--- src/rtl/pipe_stage_reg.sv ---
// pipe_stage_reg: elastic valid/ready pipeline stage with optional skid entry, flush and squash counter
module pipe_stage_reg #(
  parameter int DATA_W = 64,
  parameter int CTRL_W = 8,
  parameter int SKID   = 1,
  parameter int CNT_W  = 8
) (
  input  logic              clk_i,
  input  logic              rst_i,
  input  logic              in_valid_i,
  output logic              in_ready_o,
  input  logic [CTRL_W-1:0] in_ctrl_i,
  input  logic [DATA_W-1:0] in_data_i,
  output logic              out_valid_o,
  input  logic              out_ready_i,
  output logic [CTRL_W-1:0] out_ctrl_o,
  output logic [DATA_W-1:0] out_data_o,
  input  logic              stall_i,
  input  logic              flush_i,
  output logic [1:0]        occupancy_o,
  output logic [CNT_W-1:0]  flush_cnt_o
);
  logic              main_v_q, main_v_d, skid_v_q, skid_v_d;
  logic [CTRL_W-1:0] main_ctrl_q, main_ctrl_d, skid_ctrl_q, skid_ctrl_d;
  logic [DATA_W-1:0] main_data_q, main_data_d, skid_data_q, skid_data_d;
  logic [CNT_W-1:0]  cnt_q, cnt_d;
  logic [CNT_W:0]    cnt_sum;
  logic [1:0]        flushed;
  logic              in_fire, out_fire, main_take, main_from_skid, main_from_in, skid_load;
  assign in_ready_o  = !stall_i & ((SKID != 0) ? !skid_v_q : (!main_v_q | out_ready_i));
  assign out_valid_o = main_v_q & !stall_i;
  assign out_ctrl_o  = out_valid_o ? main_ctrl_q : '0;
  assign out_data_o  = main_data_q;
  assign occupancy_o = {1'b0, main_v_q} + {1'b0, skid_v_q};
  assign flush_cnt_o = cnt_q;
  assign in_fire     = in_valid_i & in_ready_o;
  assign out_fire    = out_valid_o & out_ready_i;
  // next state: main refills from skid first (FIFO order), else from input; flush kills valids and ctrl
  always_comb begin
    main_take      = !main_v_q | out_fire;
    main_from_skid = !flush_i & main_take & skid_v_q;
    main_from_in   = !flush_i & main_take & !skid_v_q & in_fire;
    skid_load      = (SKID != 0) & !flush_i & !main_take & in_fire;
    main_v_d       = flush_i ? 1'b0 : main_take ? (skid_v_q | in_fire) : 1'b1;
    main_ctrl_d    = flush_i ? '0 : main_from_skid ? skid_ctrl_q : main_from_in ? in_ctrl_i : main_ctrl_q;
    main_data_d    = main_from_skid ? skid_data_q : main_from_in ? in_data_i : main_data_q;
    skid_v_d       = (SKID != 0) & !flush_i & !main_take & (skid_v_q | in_fire);
    skid_ctrl_d    = flush_i ? '0 : skid_load ? in_ctrl_i : skid_ctrl_q;
    skid_data_d    = skid_load ? in_data_i : skid_data_q;
    flushed        = 2'(main_v_q & !out_fire) + 2'(skid_v_q);
    cnt_sum        = {1'b0, cnt_q} + (CNT_W+1)'(flushed);
    cnt_d          = !flush_i ? cnt_q : cnt_sum[CNT_W] ? '1 : cnt_sum[CNT_W-1:0];
  end
  // state registers with synchronous reset
  always_ff @(posedge clk_i) begin
    if (rst_i) begin
      main_v_q    <= 1'b0;
      skid_v_q    <= 1'b0;
      main_ctrl_q <= '0;
      skid_ctrl_q <= '0;
      main_data_q <= '0;
      skid_data_q <= '0;
      cnt_q       <= '0;
    end else begin
      main_v_q    <= main_v_d;
      skid_v_q    <= skid_v_d;
      main_ctrl_q <= main_ctrl_d;
      skid_ctrl_q <= skid_ctrl_d;
      main_data_q <= main_data_d;
      skid_data_q <= skid_data_d;
      cnt_q       <= cnt_d;
    end
  end
endmodule

--- config.mk ---
export PLATFORM = sky130hd
export DESIGN_NAME = pipe_stage_reg
export DESIGN_NICKNAME = d
export VERILOG_FILES = /design/src/rtl/pipe_stage_reg.sv
export SDC_FILE = /design/constraint.sdc
export NUM_CORES = 1
export LEC_CHECK = 0
export CAP_MARGIN = 5
export CELL_PAD_IN_SITES_DETAIL_PLACEMENT = 0
export CELL_PAD_IN_SITES_GLOBAL_PLACEMENT = 2
export CORE_UTILIZATION = 28
export DETAILED_ROUTE_END_ITERATION = 10
export PLACE_DENSITY_LB_ADDON = 0.1
export SLEW_MARGIN = 20
export SYNTH_ARGS = -nofsm -noshare
export SYNTH_HDL_FRONTEND = slang
export SYNTH_SLANG_ARGS = --single-unit
export TNS_END_PERCENT = 10
--- constraint.sdc ---
create_clock -name clk_i -period 2.5 [get_ports clk_i]
set_input_delay 0.5 -clock clk_i [delete_from_list [all_inputs] [get_ports clk_i]]
set_output_delay 0.5 -clock clk_i [all_outputs]
set_load 0.03 [all_outputs]
==> reports/results.tsv, run 1 <==
stage	metric	value	unit
critical_path	rr_worst_depth	6	
floorplanning	die_w	157	um
power	clockPowerShare	0.462	
cells_and_area	layout_common_cells	153 x dfxtp_1, 151 x clkdlybuf4s50_1, 142 x a21oi_1	
detailed_routing	wl	19400	um
cts	clock_latency	430	ps
sta	slew_violations	0	
sta	max_slew_margin	0.413	
sta	fin_skew	11.3	ps
place	hpwl	11700	um
cts	root_buffer	clkbuf_16	
detailed_routing	routed-via-count	6039	
cts	cts_tree	done	
floorplanning	row_count	56	
critical_path	cp_slowest_stage_delay	590	ps
global_route	grt_start_max_net_pins	99	
detailed_routing	drc	0	
sta	fin_ws	196	ps
critical_path	r2r_slack	700	ps
sta	hold_slack	446	ps
cells_and_area	drive_above_1_share	0.0795	
detailed_routing	ant_nets	0	
global_route	grt_use_total	0.166	
critical_path	arrival	1800	ps
cts	clk_path_buf_depth	2	
sta	worstMarginPinSlew	881	ps
cells_and_area	n_antenna_cell	0	
logic_synthesis	async_flop_share	0	
cells_and_area	final_cells	1313	
detailed_routing	drt_iter0_markers	243	
critical_path	worstReg2RegStart	main_v_q$_SDFF_PP0_	
run_status	status	completed	
power	pwr-share-comb	0.093	
critical_path	crit_fanout	8	
floorplanning	die_area	24500	um2
cells_and_area	syn_to_final_growth	38.2	%
power	p_switching	1.40	mW
critical_path	rr_endpoint	flush_cnt_o[5]$_SDFFE_PP0P_	
floorplanning	start_util	0.285	
sta	setup-tns-final	0	ps
cts	htreeDepth	4	
cts	cts_sinks	154	
logic_synthesis	synthDistinctLibCells	35	
cts	ctsHoldBuffers	0	
detailed_routing	vias_per_cell	4.60	
logic_synthesis	syn_nets	931	
cells_and_area	final_common_cell	dfxtp_1	
logic_synthesis	synth-edff-count	0	
sta	rsz0062_at_grt	no	
logic_synthesis	synth_cells	851	
power	p_total	5.66	mW
critical_path	start_kind	register	
logic_synthesis	syn-cell-area	6680	um2
logic_synthesis	yosysWarnings	0	
sta	fmax	0.434	GHz
global_route	first_global_vias	5913	
power	power.density	613	nW/um2
sta	finalCriticalPeriod	2300	ps
place	post-place-ws	83.9	ps
power	leakage	3.09	nW
power	p_int	4.26	mW
critical_path	crit_start	main_v_q$_SDFF_PP0_	
logic_synthesis	synthFlopType	dfxtp_1	
critical_path	crit_path_cell_trace	ha_1 > clkdlybuf4s50_1	
floorplanning	core_area	23500	um2
detailed_routing	first_pass_iters	4	
sta	min_period_over_period	0.922	
cells_and_area	final_nets	1061	
floorplanning	ios	162	
critical_path	cpLargestDelayFamily	buffers and inverters	
critical_path	path_class	reg -> out	
job	maxCapViolations	0	
logic_synthesis	ys_seq_elements	154	
global_route	grt_pass1_wl	31700	um
sta	setup_viol_count_final	0	
power	ir_worst_vdd	0.000429	V
floorplanning	fp.dieH	157	um
critical_path	crit_required	2000	ps
critical_path	crit_path_end	occupancy_o[0]	
logic_synthesis	ys_seq_area_frac	0.461	
power	swShare	0.247	
sta	final_hold_viol_count	0	
cts	cts_buffers	17	
detailed_routing	wire_per_inst	14.8	um
min_path	min_path_type	in -> reg	
critical_path	cp_slowest_cell	clkdlybuf4s50_1	
global_route	antenna_found_initial	0	
place	dpl.cell_count	1281	
critical_path	path_buf_inv	1	
logic_synthesis	synth_area_per_cell	7.85	um2
cts	clkSlewWorstSetupHoldPaths	60	ps
power	p_seq_frac	0.445	
cts	postCtsResizedCells	0	
place	io_buffer_count	161	
cts	postCtsSetupBuffers	0	
place	place_congestion	0.702	
critical_path	cp.depth	2	
critical_path	crit_path_end_kind	primary output	
global_route	grt-ovfl-total	0	
## power groups by stage
stage                     Clock, mW  Combinational (mW)  Sequential (mW)
final                          2.61               0.528             2.52
after detailed placement          0               0.534             2.58
after global placement            0               0.537             2.58
after floorplan                   0               0.183             2.64
after global routing           2.83               0.574             2.52
after CTS                      2.73               0.536             2.52
## worst reg2reg max path: stages, from the launching register on
cell	delay [ps]
dfxtp_1	510
nand2_1	140
xnor2_1	160
ha_1	190
a31oi_1	60
nor3b_1	260
mux2_2	370
## flip-flops by register name, indices dropped and copies added (netlist names)
name	flops
out_data_o	64
skid_data_q	64
flush_cnt_o	8
main_ctrl_q	8
skid_ctrl_q	8
main_v_q	1
skid_v_q	1
## cell families (layout without fill, tap and decap cells)
family | after synthesis | count (layout) | share of synthesized area
AOI/OAI and AO/OA | 291 | 291 | 0.239
xor gates and xnor gates | 1 | 1 | 0.00131
adders and majority gates | 2 | 2 | 0.00374
buffers and inverters | 138 | 281 | 0.0848
DFF | 154 | 154 | 0.461
muxes | 10 | 10 | 0.0152
and+or+nand+nor | 255 | 255 | 0.195
## how the worst min path moves through the flow
stage          slack (ps)                           end                          from  cells past startpoint
2_1_floorplan         440   skid_data_q[0]$_SDFFE_PP0P_   skid_data_q[0]$_SDFFE_PP0P_                      2
3_3_place_gp          440  skid_data_q[41]$_SDFFE_PP0P_  skid_data_q[41]$_SDFFE_PP0P_                      2
3_5_place_dp          450  skid_data_q[49]$_SDFFE_PP0P_  skid_data_q[49]$_SDFFE_PP0P_                      2
4_1_cts               430  skid_data_q[41]$_SDFFE_PP0P_                         rst_i                      2
5_1_grt               440   flush_cnt_o[7]$_SDFFE_PP0P_                         rst_i                      2
6_report              450   flush_cnt_o[7]$_SDFFE_PP0P_                         rst_i                      2
## cell usage after synthesis (10+ instances only)
master | n | area share
dfxtp_1 | 154 | 0.46
nor2_1 | 15 | 0.0084
o21ai_0 | 115 | 0.086
nand2_1 | 132 | 0.074
nand3b_1 | 65 | 0.073
buf_2 | 15 | 0.011
nand3_1 | 10 | 0.0075
and2_1 | 10 | 0.0094
a21oi_1 | 142 | 0.11
o21ai_1 | 13 | 0.0097
clkbuf_1 | 53 | 0.030
inv_1 | 65 | 0.037
nor2b_1 | 13 | 0.012
## final cells by class
| cell class | count | area, um2 |
|---|---|---|
| inverter | 65 | 244 |
| sequential | 154 | 3080 |
| tap | 319 | 399 |
| clock inverter | 12 | 141 |
| multi-input combinational | 559 | 3040 |
| clock buffer | 20 | 447 |
| timing repair buffer | 184 | 1890 |
| fill | 2484 | 14200 |
## per-layer routing
layer / global-route usage / part of all wire / vias to the layer above
met5: 0 / 0 / -
met4: 0.0462 / 0.0086 / 0
met3: 0.0388 / 0.040 / 13
met2: 0.271 / 0.46 / 107
met1: 0.217 / 0.49 / 2794
li1: - / - / 3125
## metrics by stage
| stage | util | area (um2) |
|---|---|---|
| final | 0.394 | 9240 |
| after global placement | 0.369 | 8650 |
| after global routing | 0.394 | 9240 |
| after floorplan | - | 6680 |
| after CTS | 0.394 | 9240 |
| after detailed placement | 0.369 | 8650 |
Power figures use the tool's default switching activity.
==> inputs of run 2 (changes only) <==
CORE_UTILIZATION = 30   (was 28)
SLEW_MARGIN = default   (was 20)
clock period = 2.75 ns   (was 2.5 ns; I/O delays follow)
==> reports/results.tsv, run 2 (same netlist as run 1, synthesis figures left out) <==
stage	metric	value	unit	change
detailed_routing	first_pass_iters	5		+1
sta	hold_slack	453	ps	+6.83 ps
critical_path	cp_common_cell	clkdlybuf4s50_1		
place	hpwl	11500	um	-1.1%
cts	clkSlewWorstSetupHoldPaths	60	ps	about the same
power	pwr-share-comb	0.088		-0.005
critical_path	crit_path_end_kind	primary output		
sta	rsz0062_at_grt	no		
sta	finalCriticalPeriod	2380	ps	
global_route	antenna_found_initial	1		+1
cts	htreeDepth	4		unchanged
cts	cts_tree	done		
floorplanning	row_count	54		-3.6%
floorplanning	ios	162		unchanged
sta	setup-tns-final	0	ps	unchanged
sta	fin_skew	10.6	ps	-0.733 ps
critical_path	crit_start	stall_i		
power	power.density	582	nW/um2	-5.1%
cells_and_area	stdcell_area	9140	um2	-1.0%
critical_path	crit_required	2200	ps	+200 ps
power	leakage	3.07	nW	-0.53%
detailed_routing	drc	0		unchanged
critical_path	worstReg2RegStart	skid_v_q$_SDFF_PP0_		
critical_path	cp_slowest_cell	clkdlybuf4s50_1		
floorplanning	die_w	151	um	-3.3%
sta	max_slew_margin	0.597		+0.185
cts	clock_latency	420	ps	about the same
power	clockPowerShare	0.481		+0.019
place	io_buffer_count	161		unchanged
sta	slew_violations	0		unchanged
cts	postCtsSetupBuffers	0		unchanged
sta	setup_viol_count_final	0		unchanged
place	place_congestion	0.749		+6.7%
cts	ctsHoldBuffers	0		unchanged
critical_path	path_buf_inv	2		+1
cells_and_area	drive_above_1_share	0.0731		-0.00638
cells_and_area	layout_common_cells	153 x dfxtp_1, 151 x clkdlybuf4s50_1, 142 x a21oi_1		
critical_path	cp_slowest_stage_delay	670	ps	+80 ps
cts	cts_sinks	154		unchanged
cts	cts_buffers	17		unchanged
detailed_routing	wl	19100	um	-1.8%
sta	final_hold_viol_count	0		unchanged
global_route	grt-ovfl-total	0		unchanged
sta	fmax	0.421	GHz	
cts	root_buffer	clkbuf_16		
critical_path	cpLargestDelayFamily	buffers and inverters		
power	p_seq_frac	0.431		-0.014
global_route	grt_pass1_wl	30300	um	-4.4%
critical_path	start_kind	input pin		
global_route	first_global_vias	5739		-2.9%
critical_path	path_class	in -> out		
cells_and_area	utilization	0.419		+0.0253
global_route	grt_start_max_net_pins	145		+46%
floorplanning	fp.dieH	151	um	-3.3%
floorplanning	die_area	22900	um2	-6.6%
min_path	hp-start	skid_data_q[52]$_SDFFE_PP0P_		
power	ir_worst_vdd	0.000344	V	-20%
cells_and_area	final_common_cell	dfxtp_1		
detailed_routing	routed-via-count	6114		+1.2%
cells_and_area	final_cells	1266		-3.6%
power	p_switching	1.25	mW	-11%
cells_and_area	final_nets	1052		-0.85%
floorplanning	core_area	21800	um2	-7.0%
floorplanning	start_util	0.306		+0.0215
min_path	min_path_type	reg -> reg		
sta	min_period_over_period	0.864		
detailed_routing	wire_per_inst	15.1	um	+1.9%
power	swShare	0.235		-0.0123
critical_path	arrival	1830	ps	+30 ps
detailed_routing	drt_iter0_markers	279		+15%
critical_path	crit_fanout	5		-3
power	p_int	4.07	mW	-4.5%
place	post-place-ws	221	ps	+137 ps
cts	clk_path_buf_depth	2		unchanged
cts	postCtsResizedCells	0		unchanged
place	dpl.cell_count	1233		-3.7%
cells_and_area	syn_to_final_growth	36.8	%	
power	p_total	5.32	mW	-6.0%
job	maxCapViolations	0		unchanged
sta	worstMarginPinSlew	602	ps	-279 ps
critical_path	crit_path_cell_trace	clkdlybuf4s50_1 > nor2_1 > clkdlybuf4s50_1		
run_status	status	completed		
cells_and_area	nFillCells	2209		-11%
global_route	grt_use_total	0.170		+0.00460
sta	fin_ws	374	ps	+178 ps
detailed_routing	vias_per_cell	4.83		+5.0%
place	placed_area	8490	um2	-1.8%
detailed_routing	ant_nets	0		unchanged
run 2: cell type report:
cell class	count	area (um2)	area share
Multi-Input combinational cell	559	3040	0.332
Clock buffer	19	453	0.0495
Tap cell	280	350	0.0383
Timing Repair Buffer	175	1780	0.195
Inverter	65	244	0.0267
Antenna cell	1	2.50	0.000274
Sequential cell	154	3080	0.337
Clock inverter	13	194	0.0212
run 2: worst paths after layout:
| check | endpoint | slack (ps) | cells after the start |
|---|---|---|---|
| worst max-delay path | in_ready_o | 370 | 3 |
| worst min register to register | skid_data_q[52]$_SDFFE_PP0P_ | 450 | 2 |
| worst max register to register | main_ctrl_q[1]$_SDFFE_PP0P_ | 600 | 5 |
| worst min-delay path | skid_data_q[52]$_SDFFE_PP0P_ | 450 | 2 |
run 2: worst reg2reg max path: cells and delay by family (launching register included):
kind,cells,cell delay [ps]
compound gates,2,920
flops,1,380
simple gates,1,110
buf+inv,2,640
run 2: metal layers:
| metal | vias to the layer above | global-route usage | routed length (um) |
|---|---|---|---|
| met3 | 6 | 0.0524 | 1110 |
| li1 | 3104 | - | - |
| met2 | 145 | 0.273 | 8820 |
| met4 | 0 | 0.0425 | 104 |
| met5 | - | 0 | 0 |
| met1 | 2859 | 0.221 | 9030 |
run 2: power groups by stage:
stage | Combinational (mW) | Sequential (mW) | Clock, mW
after floorplan | 0.166 | 2.40 | 0
after global placement | 0.467 | 2.34 | 0
after detailed placement | 0.470 | 2.34 | 0
after CTS | 0.472 | 2.29 | 2.64
after global routing | 0.508 | 2.29 | 2.74
final | 0.467 | 2.29 | 2.56
==> inputs of run 3 (changes only) <==
CORE_UTILIZATION = 28   (was 30)
HOLD_SLACK_MARGIN = 0.08   (was default)
MAX_ROUTING_LAYER = met4   (was default)
clock period = 2.55 ns   (was 2.75 ns; I/O delays follow)
==> reports/results.tsv, run 3 (same netlist as run 1, synthesis figures left out) <==
stage	metric	value	unit	change
detailed_routing	drt_iter0_markers	280		+0.36%
power	leakage	3.06	nW	-0.29%
detailed_routing	wire_per_inst	14.8	um	-1.5%
cts	postCtsResizedCells	0		unchanged
place	dpl.cell_count	1278		+3.6%
global_route	grt-ovfl-total	0		unchanged
power	ir_worst_vdd	0.000291	V	-15%
cts	htreeDepth	4		unchanged
floorplanning	core_area	23500	um2	+7.6%
global_route	grt_start_max_net_pins	94		-35%
run_status	status	completed		
detailed_routing	wl	19400	um	+1.8%
detailed_routing	ant_nets	0		unchanged
power	pwr-share-comb	0.093		+0.005
global_route	grt_pass1_wl	31300	um	+3.3%
job	maxCapViolations	0		unchanged
min_path	min_path_type	reg -> reg		
detailed_routing	drc	0		unchanged
sta	fmax	0.434	GHz	
power	p_total	5.50	mW	+3.3%
critical_path	crit_fanout	8		+3
critical_path	cp_slowest_cell	clkdlybuf4s50_1		
power	p_seq_frac	0.449		+0.018
cts	clock_latency	420	ps	about the same
sta	slew_violations	0		unchanged
cells_and_area	layout_common_cells	153 x dfxtp_1, 151 x clkdlybuf4s50_1, 142 x a21oi_1		
sta	finalCriticalPeriod	2300	ps	
sta	fin_ws	245	ps	-129 ps
floorplanning	ios	162		unchanged
place	place_congestion	0.720		-4.0%
cells_and_area	n_antenna_cell	0		-1
sta	setup-tns-final	0	ps	unchanged
floorplanning	fp.dieH	157	um	+3.5%
power	clockPowerShare	0.458		-0.023
cells_and_area	nFillCells	2476		+12%
sta	min_period_over_period	0.904		
cells_and_area	final_nets	1058		+0.57%
sta	max_slew_margin	0.515		-0.0822
sta	rsz0062_at_grt	no		
cells_and_area	utilization	0.392		-0.0274
cts	cts_sinks	154		unchanged
global_route	antenna_found_initial	0		-1
cells_and_area	final_common_cell	dfxtp_1		
floorplanning	row_count	56		+3.7%
sta	setup_viol_count_final	0		unchanged
detailed_routing	vias_per_cell	4.61		-4.5%
cells_and_area	final_cells	1309		+3.4%
place	io_buffer_count	161		unchanged
detailed_routing	first_pass_iters	4		-1
cts	clkSlewWorstSetupHoldPaths	60	ps	about the same
cts	postCtsSetupBuffers	0		unchanged
sta	final_hold_viol_count	0		unchanged
cts	cts_buffers	17		unchanged
critical_path	start_kind	register		
cts	clk_path_buf_depth	2		unchanged
global_route	first_global_vias	5938		+3.5%
critical_path	crit_path_cell_trace	ha_1 > clkdlybuf4s50_1		
cells_and_area	syn_to_final_growth	37.5	%	
critical_path	crit_path_end_kind	primary output		
power	power.density	598	nW/um2	+2.8%
critical_path	path_class	reg -> out		
power	p_int	4.14	mW	+1.8%
power	swShare	0.247		+0.0117
critical_path	crit_required	2040	ps	-160 ps
power	p_switching	1.36	mW	+8.5%
critical_path	arrival	1790	ps	-40 ps
cts	ctsHoldBuffers	0		unchanged
floorplanning	die_area	24500	um2	+7.0%
global_route	grt_use_total	0.168		-0.00216
floorplanning	die_w	157	um	+3.5%
detailed_routing	routed-via-count	6035		-1.3%
sta	worstMarginPinSlew	727	ps	+125 ps
sta	fin_skew	7.92	ps	-2.67 ps
place	post-place-ws	121	ps	-99.9 ps
critical_path	cp_slowest_stage_delay	590	ps	-80 ps
place	hpwl	11800	um	+2.3%
cts	root_buffer	clkbuf_16		
floorplanning	start_util	0.285		-0.0215
cts	cts_tree	done		
cells_and_area	drive_above_1_share	0.0758		+0.00266
-- run 3: layer usage --
layer  up-vias  part of all wire  GRT usage
met2       108              0.46      0.268
met4         0             0.011     0.0467
met3        12             0.040     0.0385
li1       3113                 -          -
met1      2802              0.49      0.213
met5         -                 0          -
-- run 3: area by class of cell --
cell class                      count  area (um2)  share of cell area
Clock buffer                       19         433              0.0471
Sequential cell                   154        3080               0.336
Inverter                           65         244              0.0265
Clock inverter                     12         141              0.0154
Timing Repair Buffer              181        1850               0.202
Tap cell                          319         399              0.0434
Multi-Input combinational cell    559        3040               0.330
-- run 3: power groups by stage --
stage / Clock, mW / Sequential [mW] / Combinational, mW
after floorplan: 0 / 2.59 / 0.180
after global placement: 0 / 2.53 / 0.519
after detailed placement: 0 / 2.52 / 0.516
after CTS: 2.62 / 2.47 / 0.518
after global routing: 2.71 / 2.47 / 0.556
final: 2.52 / 2.47 / 0.512
-- run 3: final timing paths --
kind,from,end,slack [ps],cells after the start
worst max-delay path,main_v_q$_SDFF_PP0_,occupancy_o[0],250,2
worst min-delay path,skid_data_q[4]$_SDFFE_PP0P_,skid_data_q[4]$_SDFFE_PP0P_,450,2
worst max register to register,main_v_q$_SDFF_PP0_,main_ctrl_q[3]$_SDFFE_PP0P_,730,4
worst min register to register,skid_data_q[4]$_SDFFE_PP0P_,skid_data_q[4]$_SDFFE_PP0P_,450,2
-- run 3: critical path: cells and delay by family (launching register included) --
kind | cells | cell delay (ps)
DFF | 1 | 500
buffers and inverters | 1 | 590
adders and majority gates | 1 | 290
-- run 3: through the flow --
stage / area [um2] / hold slack, ps
CTS: 9190 / 456
finish: 9190 / 453
detailed placement: 8620 / 447
global route: 9190 / 471
floorplan: 6680 / 436
global placement: 8620 / 443
